$ cat src/rtl/fetch_pkg.sv
`default_nettype none
// ============================================================================
// Module   : fetch_pkg
// Purpose  : Types and constants shared by the fetch queue and decode stage.
//            instr_word_t      - one instruction word (16 bits)
//            FETCH_QUEUE_DEPTH - number of entries in the fetch queue
// Revision : 1.0 - initial release
// ============================================================================
package fetch_pkg;

    typedef logic [15:0] instr_word_t;

    localparam int FETCH_QUEUE_DEPTH = 4;

endpackage : fetch_pkg
`default_nettype wire

$ cat src/rtl/queue_ptr.sv
`default_nettype none
// ============================================================================
// Module   : queue_ptr
// Purpose  : Wrapping queue pointer. The low $clog2(DEPTH) bits index the
//            storage array; the extra MSB is a wrap bit that toggles on each
//            pass, so equal indices with differing wrap bits mean "full".
// Ports    : clk - clock, rising edge
//            rst - synchronous active-high reset, clears pointer
//            inc - advance pointer by one
//            clr - clear pointer to zero (overrides inc)
//            ptr - current pointer value {wrap, index}
// Revision : 1.0 - initial release
// ============================================================================
module queue_ptr #(
    parameter int DEPTH = 4
) (
    input  logic                   clk,
    input  logic                   rst,
    input  logic                   inc,
    input  logic                   clr,
    output logic [$clog2(DEPTH):0] ptr
);

    localparam int                c_ptr_w = $clog2(DEPTH) + 1;
    localparam logic [c_ptr_w-1:0] c_one  = c_ptr_w'(1);

    logic [c_ptr_w-1:0] r_ptr;

    // DEPTH is a power of two, so natural binary overflow of the full
    // pointer width gives the index wrap and the wrap-bit toggle together.
    always_ff @(posedge clk) begin
        if (rst || clr) begin
            r_ptr <= '0;
        end else if (inc) begin
            r_ptr <= r_ptr + c_one;
        end
    end

    assign ptr = r_ptr;

endmodule : queue_ptr
`default_nettype wire

$ cat src/rtl/fetch_queue.sv
`default_nettype none
// ============================================================================
// Module   : fetch_queue
// Purpose  : Ready/valid FIFO buffering instruction words between fetch and
//            decode. No combinational input-to-output path; flush discards
//            all buffered words at the next edge.
// Ports    : clk       - clock, rising edge
//            rst       - synchronous active-high reset (same effect as flush)
//            flush     - discard all contents at the next edge
//            in_valid  - fetch presents a word
//            in_ready  - queue can accept a word (not full)
//            in_data   - word from fetch
//            out_valid - head word available (not empty)
//            out_ready - decode consumes head word
//            out_data  - head word
//            level     - occupancy, 0..DEPTH
// Revision : 1.0 - initial release
// ============================================================================
module fetch_queue
    import fetch_pkg::*;
#(
    parameter int DATA_WIDTH = $bits(instr_word_t),
    parameter int DEPTH      = FETCH_QUEUE_DEPTH
) (
    input  logic                    clk,
    input  logic                    rst,
    input  logic                    flush,
    input  logic                    in_valid,
    output logic                    in_ready,
    input  logic [DATA_WIDTH-1:0]   in_data,
    output logic                    out_valid,
    input  logic                    out_ready,
    output logic [DATA_WIDTH-1:0]   out_data,
    output logic [$clog2(DEPTH):0]  level
);

    localparam int c_aw = $clog2(DEPTH);
    localparam int c_pw = c_aw + 1;

    logic [DATA_WIDTH-1:0] r_mem [DEPTH];

    logic [c_pw-1:0] w_wr_ptr;
    logic [c_pw-1:0] w_rd_ptr;
    logic            w_empty;
    logic            w_full;
    logic            w_push;
    logic            w_pop;

    // Status depends only on the pointer flops, so in_ready never sees
    // out_ready or flush: a pop at full does not open a slot that cycle.
    assign w_empty = (w_wr_ptr == w_rd_ptr);
    assign w_full  = (w_wr_ptr[c_aw-1:0] == w_rd_ptr[c_aw-1:0]) &&
                     (w_wr_ptr[c_aw] != w_rd_ptr[c_aw]);

    assign w_push = in_valid && !w_full;
    assign w_pop  = out_ready && !w_empty;

    queue_ptr #(
        .DEPTH (DEPTH)
    ) u_wr_ptr (
        .clk (clk),
        .rst (rst),
        .inc (w_push),
        .clr (flush),
        .ptr (w_wr_ptr)
    );

    queue_ptr #(
        .DEPTH (DEPTH)
    ) u_rd_ptr (
        .clk (clk),
        .rst (rst),
        .inc (w_pop),
        .clr (flush),
        .ptr (w_rd_ptr)
    );

    // Storage is never cleared; a write during flush/reset is suppressed
    // since the pointer it would have advanced is being zeroed anyway.
    always_ff @(posedge clk) begin
        if (w_push && !flush && !rst) begin
            r_mem[w_wr_ptr[c_aw-1:0]] <= in_data;
        end
    end

    assign in_ready  = !w_full;
    assign out_valid = !w_empty;
    assign out_data  = r_mem[w_rd_ptr[c_aw-1:0]];
    // Modular subtraction across the wrap bit yields occupancy 0..DEPTH.
    assign level     = w_wr_ptr - w_rd_ptr;

endmodule : fetch_queue
`default_nettype wire

$ cat config.mk
export PLATFORM = sky130hd
export DESIGN_NAME = fetch_queue
export DESIGN_NICKNAME = d
export VERILOG_FILES = /design/src/rtl/fetch_pkg.sv /design/src/rtl/queue_ptr.sv /design/src/rtl/fetch_queue.sv
export SDC_FILE = /design/constraint.sdc
export NUM_CORES = 1
export LEC_CHECK = 0
export ABC_AREA = 1
export ABC_CLOCK_PERIOD_IN_PS = 5400
export BUFFER_PORTS_ARGS = -buffer_cell sky130_fd_sc_hd__buf_2
export CAP_MARGIN = 10
export CELL_PAD_IN_SITES_DETAIL_PLACEMENT = 0
export CELL_PAD_IN_SITES_GLOBAL_PLACEMENT = 1
export CORE_MARGIN = 2
export CORE_UTILIZATION = 48
export CTS_CLUSTER_SIZE = 28
export DETAILED_ROUTE_END_ITERATION = 7
export GPL_ROUTABILITY_DRIVEN = 1
export HOLD_SLACK_MARGIN = 0.06
export PLACE_DENSITY = 0.95
export SLEW_MARGIN = 20
export SYNTH_ARGS = -nofsm -noshare
export SYNTH_HDL_FRONTEND = slang
export SYNTH_HIERARCHICAL = 1
export SYNTH_SLANG_ARGS = --single-unit
$ cat constraint.sdc
create_clock -name clk -period 5.4 [get_ports clk]
set_input_delay 0.54 -clock clk [delete_from_list [all_inputs] [get_ports clk]]
set_output_delay 0.54 -clock clk [all_outputs]
set_load 0.1 [all_outputs]
==> impl_metrics.yaml, run 1 <==
setup_path:
  crit_fanout: 20
  path_class: "register to output pin"
  r2r_end: "r_mem[1][2]"
  end_kind: "output pin"
  r2r_cells: 8
  timing.critical_path.from_type: "register"
  required_ps: 4860
  regToRegSetupSlack_ps: 2930
  reg2reg_from: "u_rd_ptr/ptr[1]"
  critical_path_arrival_ps: 2400
  cp-startpoint: "u_rd_ptr/ptr[1]"
  crit_end: "in_ready"
sta:
  slew_headroom_pct: 54.9
  drv_slew: 0
  worstMarginPinSlew_ps: 676
  setup-tns-final_ps: 0
  period_share_pct: 54.5
  fmax_mhz: 340
  setup_violations: 0
  clock_skew_ps: 8.32
  period_minus_slack_ps: 2940
  finalHoldViolCount: 0
  hold_ws_ps: 408
  rsz0062_at_grt: "no"
synthesis:
  yosysMostFrequentCell: "edfxtp_1"
  syn_nets: 245
  synth-async-reset-ratio_pct: 0
  synth_common_cells: "edfxtp_1 (64), nor2_1 (47), o21ai_1 (28)"
  synth-compound-area-share_pct: 10.0
  synth_warnings: 6
  synth_xor_area_share_pct: 0.316
  yosys.area.top_type_share_pct: 69.4
  ys_ff_latch: 70
  synth_top_family_by_area: "simple AND/OR/NAND/NOR gates"
  synthMuxAreaShare_pct: 0
  yosysTopAreaCell: "edfxtp_1"
  synth_top_flop_cell: "edfxtp_1"
  avgSynthCellArea_um2: 12.6
  synth_area_leaders: "edfxtp_1 (69%), nor2_1 (6.4%), o21ai_1 (5.1%)"
  yosysSeqAreaShare_pct: 73.7
  syn_inst: 219
  synth.distinct_cells: 19
  synth_edf_count: 64
  syn_area_um2: 2770
  synthAdderAreaFrac_pct: 2.53
  synth-simple-area-share_pct: 10.3
final_layout:
  fin_util_pct: 58.4
  seqCellArea_um2: 2040
  nets: 294
  area_growth_syn_to_layout_pct: 16.8
  multiInputGateArea_um2: 643
  antenna_cells: 0
  drive_gt1_share_pct: 23.8
  fillers: 450
  fin_cells: 345
routing:
  drt-pass1-iter-count: 4
  drtIter0Drc: 125
  wirelength_mm: 4.91
  postRouteAntennaNets: 0
  drc_errors: 0
  viasPerCell: 5.10
  wl_per_cell_um: 14.2
  vias: 1760
clock_network:
  cts.sinks: 70
  cts_buffers: 9
  cts_buffer_depth: 2
  cts_resized: 0
  hold_buffers: 0
  cts_setup_buffers: 0
  cts_max_level: 3
  path_clk_slew_ps: 80
  clock_latency_ps: 340
  root_buffer: "clkbuf_8"
  cts_tree: "done"
die:
  die_x_um: 80.0
  boundaryPins: 42
  initial_core_util_pct: 50.0
  die_h_um: 80.0
  num_rows: 27
  die-area_um2: 6390
  core_um2: 5540
worst_hold_path:
  min_path_type: "primary input to register"
placement:
  placed_cells: 329
  port-buffer-count: 41
  gp_congestion: 0.746
  hpwl_mm: 3.08
grt:
  grt_max_degree: 38
  first_global_vias: 1638
  antenna_found_initial: 0
  grt_usage_pct: 16.8
  overflow: 0
  grt_pass1_wl_mm: 7.73
power_and_ir_drop:
  power_density_nw_per_um2: 344
  vdd_drop_max_mv: 0.197
  p_leak_nw: 1.19
run:
  max_cap_violations: 0
outcome:
  status: "finished, final reports clean"
## power by group
group,internal (mW),total (mW),switching (mW)
Sequential,0.597,0.601,0.00372
Combinational,0.0262,0.150,0.124
Clock,0.169,0.361,0.191
## layer usage
metal	track usage (%)	part of all wire [%]	up-vias	routed length (um)
met2	25.7	48	52	2330
met5	0	0	-	0
met4	9.32	2.4	0	119
met1	21.6	45	811	2210
met3	4.64	5.1	11	248
li1	-	-	886	-
## per-stage QoR
step                setup WS [ps]  power, mW  area, um2
floorplan                    2060      0.732       2770
global placement             2810      0.761       3060
detailed placement           2780      0.763       3060
CTS                          2410       1.12       3230
global route                 2280       1.15       3230
finish                       2460       1.11       3230
## sequential cells by signal, summed over array words and instances (netlist names)
name / flops
u_wr_ptr/ptr: 3
u_rd_ptr/ptr: 3
r_mem: 64
## cells in the final DEF, fill, tap and decap left out, types with 2 or more instances in the layout
cell and count:
edfxtp_1 64, a21oi_1 2, buf_4 5, nor2_1 47, inv_1 9, o22ai_1 16
o21ai_1 28, buf_2 41, nand2_1 19, inv_2 2, o21ai_0 4, dfxtp_1 6
nor2_2 2, ha_1 4, nand3_1 4, clkinv_4 3, clkbuf_8 9
## how the worst min path moves through the flow
stage | startpoint | endpoint | slack [ps] | depth (start not counted)
6_report | in_data[11] | r_mem[2][11] | 410 | 1
3_5_place_dp | u_rd_ptr/ptr[2] | u_rd_ptr/ptr[2] | 530 | 2
2_1_floorplan | u_rd_ptr/ptr[2] | u_rd_ptr/ptr[2] | 490 | 2
4_1_cts | in_data[11] | r_mem[2][11] | 400 | 1
5_1_grt | in_data[12] | r_mem[1][12] | 400 | 1
3_3_place_gp | u_rd_ptr/ptr[2] | u_rd_ptr/ptr[2] | 520 | 2
## critical path, stage by stage, from the launching register on
cell,delay (ps)
dfxtp_1,760
inv_2,300
ha_1,350
nand2_1,60
inv_1,50
nand3_1,110
buf_2,440
## cell type report
| cell class | count | area share, % |
|---|---|---|
| Sequential cell | 70 | 63.1 |
| Multi-Input combinational cell | 130 | 19.9 |
| Timing Repair Buffer | 46 | 7.50 |
| Clock buffer | 10 | 3.95 |
| Tap cell | 72 | 2.79 |
| Clock inverter | 6 | 1.47 |
| Inverter | 11 | 1.28 |
## kinds of logic (layout without fill, tap and decap cells)
group	after synthesis	in the layout
AO/OA/AOI/OAI	51	51
XOR/XNOR	1	1
adder cells (fa/ha/maj)	5	5
buffers and inverters	19	73
flip-flops	70	70
AND/OR/NAND/NOR	73	73
(Power assumes the default switching activity.)
==> run 2, diff against run 1 <==
- ABC_AREA: 1 -> 0
- ABC_CLOCK_PERIOD_IN_PS: 5400 -> 2900
- PLACE_DENSITY: 0.95 -> 0.9
- clock period: 5.4 -> 2.9 ns (I/O delays scaled with it)
==> impl_metrics.yaml, run 2 <==
outcome:
  status: "finished, final reports clean"
grt:
  grt_use_met1_pct: 18.4
  gr-usage-met3_pct: 5.51
  grt_usage_pct: 16.3
  antenna_found_initial: 1
  overflow: 0
  grt_max_degree: 12
  top_usage_layer: "met2"
  first_global_vias: 1569
  grt_pass1_wl_mm: 7.51
  grtUsageMet2_pct: 28.2
routing:
  drtIter0Drc: 43
  wl_per_cell_um: 18.0
  vias: 1440
  viasPerCell: 5.41
  drc_errors: 0
  postRouteAntennaNets: 0
  wirelength_mm: 4.79
  drt-pass1-iter-count: 4
setup_path:
  path_class: "register to output pin"
  r2r_end: "u_wr_ptr/ptr[2]"
  required_ps: 2610
  end_kind: "output pin"
  path_buf_inv: 2
  critical_path_arrival_ps: 2090
  timing.critical_path.from_type: "register"
  critical-path-top-delay-family: "adder cells"
  crit_fanout: 7
  reg2reg_from: "u_rd_ptr/ptr[1]"
  regToRegSetupSlack_ps: 610
  r2r_cells: 6
  cpMaxStageDelayCell: "dfxtp_1"
  path_cells: "inv_1 -> ha_1 -> fa_1 -> xor2_1 -> buf_2"
  cpPeakStageDelay_ps: 470
power_and_ir_drop:
  p_leak_nw: 1.18
  clkPwrFrac_pct: 38.2
  switchingPower_mw: 0.457
  swShare_pct: 21.8
  internal-power_mw: 1.64
  p_seq_share_pct: 53.2
  vdd_drop_max_mv: 0.280
  power_density_nw_per_um2: 619
  comb_power_share_pct: 8.5
synthesis:
  synth-async-reset-ratio_pct: 0
  syn_nets: 157
  synth_edf_count: 64
  synth.distinct_cells: 27
  yosysSeqAreaShare_pct: 73.3
  syn_inst: 131
  synth_top_flop_cell: "edfxtp_1"
  avgSynthCellArea_um2: 21.3
  yosysTopAreaCell: "edfxtp_1"
  synth_area_leaders: "edfxtp_1 (69%), mux4_2 (13%), dfxtp_1 (4.3%)"
  synth_warnings: 6
  ys_ff_latch: 70
  yosys.area.top_type_share_pct: 69.0
  syn_area_um2: 2790
  yosysMostFrequentCell: "edfxtp_1"
  synth_common_cells: "edfxtp_1 (64), mux4_2 (16), dfxtp_1 (6)"
worst_hold_path:
  hold_end: "r_mem[2][4]"
  min_path_type: "primary input to register"
  worstHoldPathCells: 1
  hold_start: "in_data[4]"
placement:
  place_ws_ps: 625
  hpwl_mm: 3.42
  gp_congestion: 0.687
  port-buffer-count: 41
  placed_cells: 250
sta:
  worstMarginPinSlew_ps: 638
  rsz0062_at_grt: "no"
  period_minus_slack_ps: 2380
  clock_skew_ps: 7.37
  drv_slew: 0
  fmax_mhz: 420
  finalHoldViolCount: 0
  layout_setup_ws_ps: 516
  setup_violations: 0
  slew_headroom_pct: 57.1
  period_share_pct: 82.2
clock_network:
  cts.sinks: 70
  path_clk_slew_ps: 70
  clock_latency_ps: 320
  hold_buffers: 0
  cts_buffer_depth: 2
  cts_resized: 0
  cts_buffers: 9
  root_buffer: "clkbuf_8"
  cts_tree: "done"
  cts_setup_buffers: 0
  cts_max_level: 3
die:
  die-area_um2: 6430
  die_x_um: 80.2
  die_h_um: 80.2
  initial_core_util_pct: 50.3
  num_rows: 27
  boundaryPins: 42
  core_um2: 5540
final_layout:
  fin_util_pct: 61.2
  final_common_cell: "edfxtp_1"
  layout_common_cells: "edfxtp_1 (64), buf_2 (38), mux4_2 (16)"
  largest_reg_flops: 64
  area_growth_syn_to_layout_pct: 21.7
  fin_cells: 266
  nets: 215
  drive_gt1_share_pct: 45.9
  antenna_cells: 0
run:
  max_cap_violations: 0
-- run 2: final cells by class --
| class | instances | area, um2 |
|---|---|---|
| Clock inverter | 4 | 71.3 |
| Tap cell | 72 | 90.1 |
| Multi-Input combinational cell | 51 | 699 |
| Clock buffer | 12 | 135 |
| Fill cell | 403 | 2150 |
| Inverter | 5 | 18.8 |
| Sequential cell | 70 | 2040 |
| Timing Repair Buffer | 52 | 333 |
-- run 2: cells by family after synthesis --
logic type,count (synthesis),share of synthesized area (%)
compound gates,10,3.41
xor+xnor,4,1.53
fa+ha+maj,5,2.52
buf+inv,10,2.11
flops,70,73.3
mux,18,13.7
simple gates,14,3.46
-- run 2: how the worst max path moves through the flow --
| stage | from | to | slack, ps | cells past startpoint |
|---|---|---|---|---|
| floorplan | u_rd_ptr/ptr[1] | r_mem[1][0] | -250 | 7 |
| finish | u_wr_ptr/ptr[0] | level[2] | 520 | 5 |
| global placement | u_rd_ptr/ptr[1] | u_wr_ptr/ptr[2] | 810 | 6 |
| detailed placement | u_rd_ptr/ptr[1] | u_wr_ptr/ptr[2] | 620 | 6 |
| global route | u_wr_ptr/ptr[0] | level[2] | 430 | 5 |
| CTS | u_wr_ptr/ptr[0] | level[2] | 510 | 5 |
-- run 2: worst register-to-register path, cell delays in order, from the launching register on --
cell and delay, ps:
dfxtp_1 580, inv_1 110, ha_1 300, and2_1 260, a21boi_0 570, nand3b_1 180
a211oi_2 230
-- run 2: layer usage --
metal  vias to the layer above  routed length [um]
met5                         -                   0
met4                         0                  52
met3                         5                 301
met2                        45                2480
met1                       738                1960
li1                        652                   -
-- run 2: power groups by stage --
stage	Combinational [mW]	Clock, mW	Sequential (mW)
global placement	0.175	0	1.14
detailed placement	0.180	0	1.14
floorplan	0.127	0	1.14
CTS	0.180	0.825	1.12
finish	0.179	0.802	1.12
global route	0.188	0.862	1.12
-- run 2: per-stage QoR --
| stage | setup TNS (ps) | total power, mW | hold WS (ps) | area [um2] |
|---|---|---|---|---|
| after floorplan | -12230 | 1.26 | 355 | 2790 |
| after global placement | 0 | 1.31 | 500 | 3180 |
| after detailed placement | 0 | 1.32 | 508 | 3180 |
| after CTS | 0 | 2.12 | 165 | 3390 |
| after global routing | 0 | 2.17 | 172 | 3390 |
| final | 0 | 2.10 | 179 | 3390 |
